===== config.mk =====
export PLATFORM = sky130hd
export DESIGN_NAME = fetch_stage_flat
export DESIGN_NICKNAME = d
export VERILOG_FILES = /design/src/rtl/fetch_stage_pkg.sv /design/src/rtl/fetch_stage_if.sv /design/src/rtl/fetch_stage_queue.sv /design/src/rtl/fetch_stage.sv /design/src/flat_wrapper.sv
export SDC_FILE = /design/constraint.sdc
export NUM_CORES = 1
export LEC_CHECK = 0
export CAP_MARGIN = 40
export CORE_ASPECT_RATIO = 0.9
export CORE_MARGIN = 2
export CORE_UTILIZATION = 53
export CTS_BUF_LIST = sky130_fd_sc_hd__clkbuf_8
export DETAILED_ROUTE_END_ITERATION = 10
export PLACE_DENSITY = 0.87
export SYNTH_ARGS = -nofsm -noshare
export SYNTH_HDL_FRONTEND = slang
export SYNTH_SLANG_ARGS = --single-unit
export TNS_END_PERCENT = 10

===== constraint.sdc =====
create_clock -name clk -period 4.5 [get_ports clk]
set_clock_uncertainty 0.15 [all_clocks]
set_input_delay 0.9 -clock clk [delete_from_list [all_inputs] [get_ports clk]]
set_output_delay 0.9 -clock clk [all_outputs]
set_load 0.01 [all_outputs]

===== src/rtl/fetch_stage_pkg.sv =====
// Shared fetch-stage types and constants: NOP encoding, reset PC,
// and the entry layouts carried by the two fetch queues.
package fetch_stage_pkg;

  localparam logic [31:0] NOP              = 32'h0000_0013;
  localparam logic [31:0] RESET_PC_DEFAULT = 32'h0100_0000;

  typedef struct packed {
    logic [31:0] pc;
    logic        epoch;
  } fetch_tag_t;

  typedef struct packed {
    logic [31:0] pc;
    logic [31:0] inst;
  } fetch_word_t;

  function automatic logic [31:0] word_align(input logic [31:0] addr);
    return {addr[31:2], 2'b00};
  endfunction

endpackage


===== src/rtl/fetch_stage_if.sv =====
// Instruction-memory port: valid/ready request channel plus an in-order,
// non-backpressured response channel.
interface fetch_stage_if;
  logic        imem_req_valid;
  logic        imem_req_ready;
  logic [31:0] imem_req_addr;
  logic        imem_rsp_valid;
  logic [31:0] imem_rsp_data;

  modport master (
    output imem_req_valid, imem_req_addr,
    input  imem_req_ready, imem_rsp_valid, imem_rsp_data
  );

  modport slave (
    input  imem_req_valid, imem_req_addr,
    output imem_req_ready, imem_rsp_valid, imem_rsp_data
  );
endinterface


===== src/rtl/fetch_stage_queue.sv =====
// Small synchronous FIFO with a combinational head; flush empties it in one cycle.
// DEPTH must be a power of two so the pointers wrap naturally.
module fetch_stage_queue #(
  parameter int WIDTH = 64,
  parameter int DEPTH = 2
) (
  input  logic                   clk,
  input  logic                   rst_n,
  input  logic                   push_i,
  input  logic                   pop_i,
  input  logic                   flush_i,
  input  logic [WIDTH-1:0]       data_i,
  output logic [WIDTH-1:0]       data_o,
  output logic                   full_o,
  output logic                   empty_o,
  output logic [$clog2(DEPTH):0] count_o
);
  localparam int PTR_W = $clog2(DEPTH);
  localparam int CNT_W = PTR_W + 1;

  logic [WIDTH-1:0] mem_q [DEPTH];
  logic [PTR_W-1:0] rd_q, rd_d, wr_q, wr_d;
  logic [CNT_W-1:0] cnt_q, cnt_d;
  logic             do_push, do_pop;

  assign do_pop  = pop_i && !empty_o && !flush_i;
  assign do_push = push_i && !flush_i;

  assign data_o  = mem_q[rd_q];
  assign full_o  = (cnt_q == CNT_W'(DEPTH));
  assign empty_o = (cnt_q == '0);
  assign count_o = cnt_q;

  always_comb begin
    rd_d  = rd_q + PTR_W'(do_pop);
    wr_d  = wr_q + PTR_W'(do_push);
    cnt_d = cnt_q + CNT_W'(do_push) - CNT_W'(do_pop);
    if (flush_i) begin
      rd_d  = '0;
      wr_d  = '0;
      cnt_d = '0;
    end
  end

  always_ff @(posedge clk or negedge rst_n) begin
    if (!rst_n) begin
      rd_q  <= '0;
      wr_q  <= '0;
      cnt_q <= '0;
    end else begin
      rd_q  <= rd_d;
      wr_q  <= wr_d;
      cnt_q <= cnt_d;
    end
  end

  // Storage carries no reset; only the pointers define what is valid.
  always_ff @(posedge clk) begin
    if (do_push) mem_q[wr_q] <= data_i;
    if (rst_n && do_push) assert (!full_o || do_pop);
  end

endmodule


===== src/rtl/fetch_stage.sv =====
// RV32I IF stage: owns the fetch PC, issues credit-limited imem requests and
// buffers returned words; a 1-bit epoch discards responses from before a redirect.
module fetch_stage
  import fetch_stage_pkg::*;
#(
  parameter logic [31:0] RESET_PC = RESET_PC_DEFAULT,
  parameter int          FQ_DEPTH = 2
) (
  input  logic                 clk,
  input  logic                 rst_n,
  input  logic                 stall_i,
  input  logic                 redirect_valid_i,
  input  logic [31:0]          redirect_pc_i,
  fetch_stage_if.master        imem,
  output logic [31:0]          inst_f_o,
  output logic [31:0]          pc_f_o
);
  localparam int CNT_W = $clog2(FQ_DEPTH) + 1;

  logic [31:0]      fetch_pc_q, fetch_pc_d;
  logic             epoch_q, epoch_d;
  logic [CNT_W-1:0] outstanding_q, outstanding_d;
  logic             run_q;

  fetch_tag_t       tag_in, tag_head;
  fetch_word_t      word_in, word_head;
  logic             tag_full, tag_empty, word_full, word_empty;
  logic [CNT_W-1:0] tag_count, word_count;
  logic [CNT_W:0]   credit_used;
  logic             accept, rsp_take, rsp_keep;

  // Credits cover both words in flight and words already queued, so the word queue cannot overflow.
  assign credit_used         = {1'b0, outstanding_q} + {1'b0, word_count};
  assign imem.imem_req_valid = run_q && !redirect_valid_i
                               && (credit_used < (CNT_W+1)'(FQ_DEPTH));
  assign imem.imem_req_addr  = fetch_pc_q;

  assign accept   = imem.imem_req_valid && imem.imem_req_ready;
  assign rsp_take = imem.imem_rsp_valid && !tag_empty;
  assign rsp_keep = rsp_take && (tag_head.epoch == epoch_q) && !redirect_valid_i;

  assign tag_in  = '{pc: fetch_pc_q, epoch: epoch_q};
  assign word_in = '{pc: tag_head.pc, inst: imem.imem_rsp_data};

  fetch_stage_queue #(.WIDTH($bits(fetch_tag_t)), .DEPTH(FQ_DEPTH)) u_tag_q (
    .clk(clk), .rst_n(rst_n),
    .push_i(accept), .pop_i(rsp_take), .flush_i(1'b0),
    .data_i(tag_in), .data_o(tag_head),
    .full_o(tag_full), .empty_o(tag_empty), .count_o(tag_count)
  );

  fetch_stage_queue #(.WIDTH($bits(fetch_word_t)), .DEPTH(FQ_DEPTH)) u_word_q (
    .clk(clk), .rst_n(rst_n),
    .push_i(rsp_keep), .pop_i(!stall_i), .flush_i(redirect_valid_i),
    .data_i(word_in), .data_o(word_head),
    .full_o(word_full), .empty_o(word_empty), .count_o(word_count)
  );

  assign inst_f_o = word_empty ? NOP   : word_head.inst;
  assign pc_f_o   = word_empty ? '0    : word_head.pc;

  always_comb begin
    fetch_pc_d    = fetch_pc_q;
    epoch_d       = epoch_q;
    outstanding_d = outstanding_q + CNT_W'(accept) - CNT_W'(rsp_take);
    if (redirect_valid_i) begin
      fetch_pc_d = word_align(redirect_pc_i);
      epoch_d    = ~epoch_q;
    end else if (accept) begin
      fetch_pc_d = fetch_pc_q + 32'd4;
    end
  end

  always_ff @(posedge clk or negedge rst_n) begin
    if (!rst_n) begin
      fetch_pc_q    <= RESET_PC;
      epoch_q       <= 1'b0;
      outstanding_q <= '0;
      run_q         <= 1'b0;
    end else begin
      fetch_pc_q    <= fetch_pc_d;
      epoch_q       <= epoch_d;
      outstanding_q <= outstanding_d;
      run_q         <= 1'b1;
    end
  end

  always_ff @(posedge clk) begin
    if (rst_n) begin
      assert (tag_count == outstanding_q);
      assert (!(accept && tag_full));
      assert (!(rsp_keep && word_full));
    end
  end

endmodule


===== src/flat_wrapper.sv =====
// flat-port wrapper written by rule: the top's interface ports become plain ports
module fetch_stage_flat import fetch_stage_pkg::*;
#(
  parameter logic [31:0] RESET_PC = RESET_PC_DEFAULT,
  parameter int          FQ_DEPTH = 2
)
  (clk, rst_n, stall_i, redirect_valid_i, redirect_pc_i, inst_f_o, pc_f_o, imem_imem_req_valid, imem_imem_req_addr, imem_imem_req_ready, imem_imem_rsp_valid, imem_imem_rsp_data);
  fetch_stage_if imem_i ();
  input  logic clk;
  input  logic rst_n;
  input  logic stall_i;
  input  logic redirect_valid_i;
  input  logic [31:0] redirect_pc_i;
  output logic [31:0] inst_f_o;
  output logic [31:0] pc_f_o;
  output wire logic [$bits(imem_i.imem_req_valid)-1:0] imem_imem_req_valid;
  output wire logic [$bits(imem_i.imem_req_addr)-1:0] imem_imem_req_addr;
  input wire logic [$bits(imem_i.imem_req_ready)-1:0] imem_imem_req_ready;
  input wire logic [$bits(imem_i.imem_rsp_valid)-1:0] imem_imem_rsp_valid;
  input wire logic [$bits(imem_i.imem_rsp_data)-1:0] imem_imem_rsp_data;
  assign imem_imem_req_valid = imem_i.imem_req_valid;
  assign imem_imem_req_addr = imem_i.imem_req_addr;
  assign imem_i.imem_req_ready = imem_imem_req_ready;
  assign imem_i.imem_rsp_valid = imem_imem_rsp_valid;
  assign imem_i.imem_rsp_data = imem_imem_rsp_data;
  fetch_stage #(.RESET_PC(RESET_PC), .FQ_DEPTH(FQ_DEPTH)) u_core (.clk(clk), .rst_n(rst_n), .stall_i(stall_i), .redirect_valid_i(redirect_valid_i), .redirect_pc_i(redirect_pc_i), .imem(imem_i), .inst_f_o(inst_f_o), .pc_f_o(pc_f_o));
endmodule

==> results.yml, run 1 <==
logic_synthesis:
  synth_adder_area_share_pct: 1.68
  synth_area_leaders: "edfxtp_1 (60%), dfrtp_1 (11%), mux2i_1 (6.8%)"
  synth_edf_count: 186
  synthesis.area_mm2: 0.00938
  yosys_warnings: 0
  ys_types: 42
  synth_top_family_by_area: "multiplexers"
  synth_compound_area_share_pct: 3.64
  synth_cells: 635
  async_flop_share_pct: 18.4
  synth_top_area_cell: "edfxtp_1"
  ys.flop_type: "edfxtp_1"
  ys_seq_area_share_pct: 70.8
  synth_xor_area_share_pct: 1.68
  synth_area_per_cell_um2: 14.8
  synth_top_area_share_pct: 59.6
  muxShareOfSynthArea_pct: 10.4
  yosys_register_bits: 228
  synth-simple-area-share_pct: 9.36
detailed_routing:
  drc_errors: 0
  ant_nets: 0
  post_drt_via_cell_ratio: 5.44
  drtIter0Drc: 342
  avgRoutedWirePerCell_um: 18.4
  first_pass_iters: 5
  drt-total-wl_um: 19900
  via_count: 5886
timing:
  setup-tns-final_ps: 0
  setup_violations: 0
  rsz0062_at_grt: "false"
  maxSlewHeadroom_pct: 47.9
  finalHoldViolCount: 0
  holdWs_ps: 117
  fmax_ghz: 0.243
  worstMarginPinSlew_ps: 781
  post-route-period-util_pct: 91.6
  final.min_clock_period_ps: 4120
  slew_violations: 0
grt:
  antenna_found_initial: 0
  grt.total_usage_pct: 20.9
  grt_pass1_wl_um: 29900
  grt_max_degree: 41
  grt_pass1_vias: 5749
  grt.overflow.total: 0
die:
  core_mm2: 0.0175
  num_rows: 46
  dieWidth_um: 144
  start_util_pct: 53.6
  die_y_um: 130
  boundaryPins: 167
  dieArea_mm2: 0.0188
worst_setup_path:
  r2r_cells: 6
  r2r_end: "u_core.u_tag_q.mem_q[1][23]$_DFFE_PP_"
  r2r_slack_ps: 1140
  start_kind: "flip-flop"
  r2r-start: "u_core.u_word_q.count_o[0]$_DFF_PN0_"
  cp-endpoint: "imem_imem_req_valid"
  crit_start: "u_core.u_word_q.count_o[0]$_DFF_PN0_"
  crit_arrival_ps: 3070
  cp_max_fo: 6
  crit_type: "flip-flop to primary output"
  worstSetupEndpointType: "primary output"
  required_ps: 3450
job:
  max_cap_viol_count: 0
final_layout:
  mostFrequentLayoutCells: "edfxtp_1 (186), clkdlybuf4s50_1 (159), nor2_1 (78)"
  n_fill_cell: 1224
  antennaDiodeCount: 0
  drive_gt1_share_pct: 12.4
  synthToLayoutAreaGrowth_pct: 28.4
  stdcell_count: 1082
  fin_area_mm2: 0.0120
  final_common_cell: "edfxtp_1"
  fin_nets: 898
clock_network:
  cts_resized: 0
  path_clk_slew_ps: 60
  htreeDepth: 2
  cts_hold_buf: 0
  numCtsBuffers: 37
  clk_path_buf_depth: 3
  cts_tree: "yes"
  post-cts-setup-buffer-count: 0
  root_buffer: "clkbuf_8"
  cts_sinks: 228
  clk_latency_ps: 520
outcome:
  status: "complete, no violations"
placed_design:
  io_buffers: 160
  dp_cells: 1017
  placed_area_mm2: 0.0113
  dpl.hpwl_um: 12800
  routabilityCongestion: 0.875
pwr:
  p_per_area_mw_per_mm2: 510
  leakage_uw: 0.00413
  p_total_uw: 6150
  worst_ir_drop_vdd_mv: 0.236
worst_hold_path:
  hold_class: "input pin to asynchronous set/reset pin"
==> metal layers <==
layer  part of all wire [%]  track usage, %  up-vias
met5                      0               0        -
met4                    2.6            8.05        0
met3                    7.9            5.36       42
met2                     48            34.4      230
met1                     41            27.0     2867
li1                       -               -     2747
==> critical path, stage by stage (launching register included) <==
cell and delay, ps:
dfrtp_1 490, and2_1 220, fa_1 530, nor4b_1 670, clkdlybuf4s50_1 670
==> power by group <==
group | total (uW) | internal (uW) | switching (uW)
sequential | 2780 | 2590 | 186
clock | 1690 | 920 | 769
combinational | 1680 | 858 | 818
==> how the worst min path moves through the flow <==
| stage | startpoint | to | slack (ps) | cells past startpoint |
|---|---|---|---|---|
| floorplan | u_core.u_tag_q.count_o[0]$_DFF_PN0_ | u_core.u_tag_q.count_o[0]$_DFF_PN0_ | 320 | 1 |
| finish | rst_n | u_core.imem.imem_req_addr[23]$_DFFE_PN0P_ | 120 | 1 |
| global route | rst_n | u_core.imem.imem_req_addr[26]$_DFFE_PN0P_ | 130 | 1 |
| global placement | u_core.u_tag_q.count_o[0]$_DFF_PN0_ | u_core.u_tag_q.count_o[0]$_DFF_PN0_ | 330 | 1 |
| detailed placement | u_core.u_tag_q.count_o[0]$_DFF_PN0_ | u_core.u_tag_q.count_o[0]$_DFF_PN0_ | 340 | 1 |
| CTS | rst_n | u_core.imem.imem_req_addr[23]$_DFFE_PN0P_ | 110 | 1 |
==> synthesized netlist by cell type, types with 2 or more instances <==
master	n
or3_1	3
ha_1	11
and4_1	3
buf_2	3
and3_1	4
clkbuf_1	24
buf_4	4
o31a_1	2
o211ai_1	4
edfxtp_1	186
o21ai_0	17
nand4_1	12
or4_1	19
nor2_1	79
nand3_1	13
o41ai_1	2
dfrtp_1	41
conb_1	2
mux2_2	30
buf_1	4
xnor2_1	10
xor2_1	8
nor3_1	3
and2_1	4
mux2i_1	64
a31oi_1	14
o31ai_1	12
nand2_1	25
inv_1	15
nor4_1	3
nor2b_1	3
==> cells by family (layout without fill, tap and decap cells) <==
| logic type | count (synthesis) | count (layout) |
|---|---|---|
| simple gates | 177 | 177 |
| compound gates | 53 | 53 |
| fa+ha+maj | 12 | 12 |
| buf+inv | 51 | 255 |
| flops | 228 | 228 |
| mux | 94 | 94 |
| xor+xnor | 18 | 18 |
| other cells | 2 | 5 |
==> sequential cells by signal, indices dropped and copies added, names as in the netlist, 2 cells and up <==
name                       flops
u_core.u_tag_q.mem_q          62
u_core.outstanding_q           2
u_core.u_word_q.mem_q        124
u_core.u_word_q.count_o        2
u_core.u_tag_q.count_o         2
u_core.imem.imem_req_addr     30
==> area by class of cell <==
class | instances | area (um2) | share of cell area [%]
inverter | 15 | 56.3 | 0.468
tap | 240 | 300 | 2.49
clock inverter | 26 | 163 | 1.35
clock buffer | 39 | 537 | 4.46
sequential | 228 | 6640 | 55.2
multi-input combinational | 359 | 2550 | 21.2
timing repair buffer | 175 | 1790 | 14.9
==> per-stage QoR <==
step | util (%) | setup WS, ps
finish | 68.8 | 378
global route | 68.8 | 340
CTS | 68.8 | 419
detailed placement | 64.8 | 840
global placement | 64.5 | 931
floorplan | - | 1090
(Power assumes the default switching activity.)
==> run 2: changes to the inputs <==
CORE_UTILIZATION = 55   (was 53)
PLACE_DENSITY = not set   (was 0.87)
PLACE_DENSITY_LB_ADDON = 0.15   (was not set)
SLEW_MARGIN = 5   (was not set)
==> results.yml, run 2 (synthesis gave the netlist of run 1 again) <==
timing:
  setup-tns-final_ps: 0
  final.min_clock_period_ps: 4050
  post-route-period-util_pct: 89.9
  setup_violations: 0
  slew_violations: 0
  finalHoldViolCount: 0
  fmax_ghz: 0.247
  rsz0062_at_grt: "false"
  worstMarginPinSlew_ps: 930
  maxSlewHeadroom_pct: 37.9
die:
  num_rows: 45
  die_y_um: 128
  dieArea_mm2: 0.0181
  core_mm2: 0.0168
  dieWidth_um: 142
  boundaryPins: 167
  start_util_pct: 55.9
final_layout:
  drive_gt1_share_pct: 11.6
  synthToLayoutAreaGrowth_pct: 27.4
  multiInputGateArea_mm2: 0.00255
  mostFrequentLayoutCells: "edfxtp_1 (186), clkdlybuf4s50_1 (159), nor2_1 (78)"
  stdcell_count: 1049
  n_fill_cell: 1119
  final_common_cell: "edfxtp_1"
  fin_nets: 893
  antennaDiodeCount: 0
  top_register: "u_core.u_word_q.mem_q"
  regArea_mm2: 0.00664
  largest_reg_flops: 124
worst_setup_path:
  cp_max_fo: 6
  r2r_slack_ps: 1000
  worstSetupEndpointType: "primary output"
  r2r_end: "u_core.u_tag_q.mem_q[0][22]$_DFFE_PP_"
  slowest_delay_ps: 660
  r2r_cells: 6
  start_kind: "flip-flop"
  crit_path_top_delay_cell: "clkdlybuf4s50_1"
  required_ps: 3450
  crit_arrival_ps: 3000
  critical_path.cell_chain: "and2_1 -> fa_1 -> nor4b_1 -> clkdlybuf4s50_1"
  crit_type: "flip-flop to primary output"
  r2r-start: "u_core.u_word_q.count_o[0]$_DFF_PN0_"
pwr:
  leakage_uw: 0.00409
  combPwrFrac_pct: 27.6
  clkPwrFrac_pct: 26.5
  p_switching_uw: 1740
  power.internal_uw: 4270
  pwr-share-seq_pct: 45.9
  switching_share_pct: 29.0
  worst_ir_drop_vdd_mv: 0.275
  p_per_area_mw_per_mm2: 504
job:
  max_cap_viol_count: 0
clock_network:
  clk_latency_ps: 530
  cts_hold_buf: 0
  htreeDepth: 2
  post-cts-setup-buffer-count: 0
  root_buffer: "clkbuf_8"
  numCtsBuffers: 36
  clk_path_buf_depth: 3
  cts_tree: "yes"
  cts_sinks: 228
  cts_resized: 0
  path_clk_slew_ps: 60
worst_hold_path:
  hold_class: "input pin to asynchronous set/reset pin"
grt:
  grt_pass1_wl_um: 30400
  grt_pass1_vias: 5979
  grt_max_degree: 47
  grt.overflow.total: 0
  antenna_found_initial: 0
  grt.total_usage_pct: 21.6
detailed_routing:
  via_count: 5853
  drt-total-wl_um: 19300
  drc_errors: 0
  first_pass_iters: 5
  post_drt_via_cell_ratio: 5.58
  drtIter0Drc: 351
  ant_nets: 0
  avgRoutedWirePerCell_um: 18.4
placed_design:
  routabilityCongestion: 0.892
  dpl.hpwl_um: 12800
  dp_cells: 984
  io_buffers: 160
outcome:
  status: "complete, no violations"
==> run 2: how the worst max path moves through the flow <==
stage / from / end / slack (ps) / cells past startpoint
after floorplan: redirect_valid_i / u_core.u_word_q.mem_q[1][0]$_DFFE_PP_ / 1090 / 5
after global placement: redirect_valid_i / imem_imem_req_valid / 930 / 3
after detailed placement: redirect_valid_i / u_core.u_tag_q.mem_q[1][22]$_DFFE_PP_ / 920 / 5
after CTS: u_core.u_word_q.count_o[0]$_DFF_PN0_ / imem_imem_req_valid / 470 / 4
after global routing: u_core.u_word_q.count_o[0]$_DFF_PN0_ / imem_imem_req_valid / 300 / 4
final: u_core.u_word_q.count_o[0]$_DFF_PN0_ / imem_imem_req_valid / 450 / 4
==> run 2: power groups by stage <==
| stage | combinational (uW) | sequential, uW | clock [uW] |
|---|---|---|---|
| floorplan | 936 | 2740 | 0 |
| global placement | 1560 | 2840 | 0 |
| detailed placement | 1670 | 2800 | 0 |
| finish | 1660 | 2760 | 1590 |
| CTS | 1680 | 2760 | 1640 |
| global route | 1810 | 2790 | 1730 |
==> run 2: layout make-up <==
| class | instances | area share (%) |
|---|---|---|
| Sequential cell | 228 | 55.6 |
| Inverter | 15 | 0.472 |
| Timing Repair Buffer | 171 | 14.8 |
| Clock inverter | 25 | 0.975 |
| Tap cell | 211 | 2.21 |
| Clock buffer | 40 | 4.61 |
| Multi-Input combinational cell | 359 | 21.4 |
==> run 2: per-layer routing <==
metal	global-route usage [%]	routed length, um	vias to the layer above
met5	0	0	-
met4	9.06	482	0
met3	4.86	1250	42
met2	35.9	9380	207
met1	27.7	8220	2866
li1	-	-	2738
==> run 2: through the flow <==
| step | setup WS [ps] | area, um2 | util, % | hold WS, ps | power, uW |
|---|---|---|---|---|---|
| after floorplan | 1090 | 9390 | - | 323 | 3680 |
| after global routing | 297 | 11900 | 71.2 | 176 | 6330 |
| final | 453 | 11900 | 71.2 | 166 | 6010 |
| after detailed placement | 921 | 11300 | 67.2 | 344 | 4480 |
| after global placement | 933 | 11200 | 66.9 | 331 | 4400 |
| after CTS | 468 | 11900 | 71.2 | 151 | 6080 |
==> run 2: critical path: cells and delay by family, from the launching register on <==
family	cells	cell delay [ps]
buffers and inverters	1	660
adders and majority gates	1	520
and+or+nand+nor	2	800
DFF	1	490
==> run 3: changes to the inputs <==
--- a/config.mk
+++ b/config.mk
@@ -12,2 +12,3 @@
 export CTS_BUF_LIST = sky130_fd_sc_hd__clkbuf_8
+export CTS_CLUSTER_SIZE = 12
 export DETAILED_ROUTE_END_ITERATION = 10
--- a/constraint.sdc
+++ b/constraint.sdc
@@ -4,2 +4,2 @@
 set_output_delay 0.9 -clock clk [all_outputs]
-set_load 0.01 [all_outputs]
+set_load 0.005 [all_outputs]
==> results.yml, run 3 (synthesis gave the netlist of run 1 again) <==
timing:
  finalHoldViolCount: 0
  worstMarginPinSlew_ps: 778
  fmax_ghz: 0.253
  rsz0062_at_grt: "false"
  post-route-period-util_pct: 87.9
  final.min_clock_period_ps: 3960
  slew_violations: 0
  setup_violations: 0
  maxSlewHeadroom_pct: 48.1
  holdWs_ps: 235
  setup-tns-final_ps: 0
worst_setup_path:
  critical_path.cell_chain: "and2_1 -> fa_1 -> nor4b_1 -> clkdlybuf4s50_1"
  required_ps: 3450
  crit_type: "flip-flop to primary output"
  critical-path-top-delay-family: "simple AND/OR/NAND/NOR gates"
  crit_buf_inv: 1
  slowest_delay_ps: 610
  cp_max_fo: 6
  crit_arrival_ps: 2910
  worstSetupEndpointType: "primary output"
  crit_path_top_delay_cell: "clkdlybuf4s50_1"
  start_kind: "flip-flop"
die:
  dieWidth_um: 142
  start_util_pct: 55.9
  core_mm2: 0.0168
  die_y_um: 128
  num_rows: 45
  boundaryPins: 167
  dieArea_mm2: 0.0181
final_layout:
  top_register: "u_core.u_word_q.mem_q"
  final_util_pct: 71.5
  drive_gt1_share_pct: 11.4
  largest_reg_flops: 124
  stdcell_count: 1053
  n_fill_cell: 1177
  regArea_mm2: 0.00664
  mostFrequentLayoutCells: "edfxtp_1 (186), clkdlybuf4s50_1 (159), nor2_1 (78)"
  synthToLayoutAreaGrowth_pct: 28.0
  final_common_cell: "edfxtp_1"
  antennaDiodeCount: 0
  fin_nets: 895
  multiInputGateArea_mm2: 0.00255
grt:
  grt_pass1_wl_um: 31000
  grt_max_degree: 47
  antenna_found_initial: 0
  grt.overflow.total: 0
  grt.total_usage_pct: 22.1
  grt_pass1_vias: 6004
clock_network:
  path_clk_slew_ps: 60
  cts_resized: 0
  post-cts-setup-buffer-count: 0
  cts_sinks: 228
  root_buffer: "clkbuf_8"
  cts_tree: "yes"
  htreeDepth: 2
  cts_hold_buf: 0
  clk_path_buf_depth: 3
  numCtsBuffers: 37
  clk_latency_ps: 520
pwr:
  leakage_uw: 0.00413
  p_total_uw: 5970
  p_per_area_mw_per_mm2: 498
  worst_ir_drop_vdd_mv: 0.249
detailed_routing:
  drt-total-wl_um: 19500
  first_pass_iters: 4
  ant_nets: 0
  drc_errors: 0
  via_count: 5878
  avgRoutedWirePerCell_um: 18.5
  drtIter0Drc: 388
  post_drt_via_cell_ratio: 5.58
outcome:
  status: "complete, no violations"
placed_design:
  dp_cells: 985
  io_buffers: 160
  routabilityCongestion: 0.883
  dpl.hpwl_um: 12900
worst_hold_path:
  hold_class: "input pin to asynchronous set/reset pin"
job:
  max_cap_viol_count: 0
-- run 3: final cells by class --
type	instances	share of cell area, %
clock buffers	43	4.93
inverters	15	0.469
well taps	211	2.20
flip-flops and latches	228	55.3
multi-input cells	359	21.2
repair buffers	172	15.0
clock inverters	25	0.834
-- run 3: per-layer routing --
layer | track usage, % | routed length (um)
met1 | 29.7 | 8270
met4 | 8.82 | 395
met5 | 0 | 0
met2 | 35.9 | 9360
met3 | 4.52 | 1440
-- run 3: power by group --
group | leakage, uW | switching [uW] | internal, uW
sequential | 0.00218 | 167 | 2600
combinational | 0.00153 | 732 | 848
clock | 0.000423 | 760 | 869
total | 0.00413 | 1660 | 4310
-- run 3: path summary, 6_finish.rpt --
check | endpoint | cells past startpoint | slack (ps) | startpoint
min in group clk | u_core.u_tag_q.count_o[0]$_DFF_PN0_ | 1 | 350 | u_core.u_tag_q.count_o[0]$_DFF_PN0_
min | u_core.imem.imem_req_addr[23]$_DFFE_PN0P_ | 1 | 230 | rst_n
max | imem_imem_req_valid | 4 | 540 | u_core.u_word_q.count_o[0]$_DFF_PN0_
max reg2reg | u_core.u_tag_q.mem_q[1][20]$_DFFE_PP_ | 6 | 1080 | u_core.u_word_q.count_o[0]$_DFF_PN0_
max in group asynchronous | u_core.u_word_q.rd_q$_DFF_PN0_ | 2 | 3420 | rst_n
min reg2reg | u_core.u_tag_q.count_o[0]$_DFF_PN0_ | 1 | 350 | u_core.u_tag_q.count_o[0]$_DFF_PN0_
-- run 3: per-stage QoR --
stage          setup slack, ps  instance area [um2]
2_1_floorplan             1090                 9390
3_3_place_gp               967                11200
3_5_place_dp               927                11300
4_1_cts                    496                12000
5_1_grt                    361                12000
6_report                   544                12000
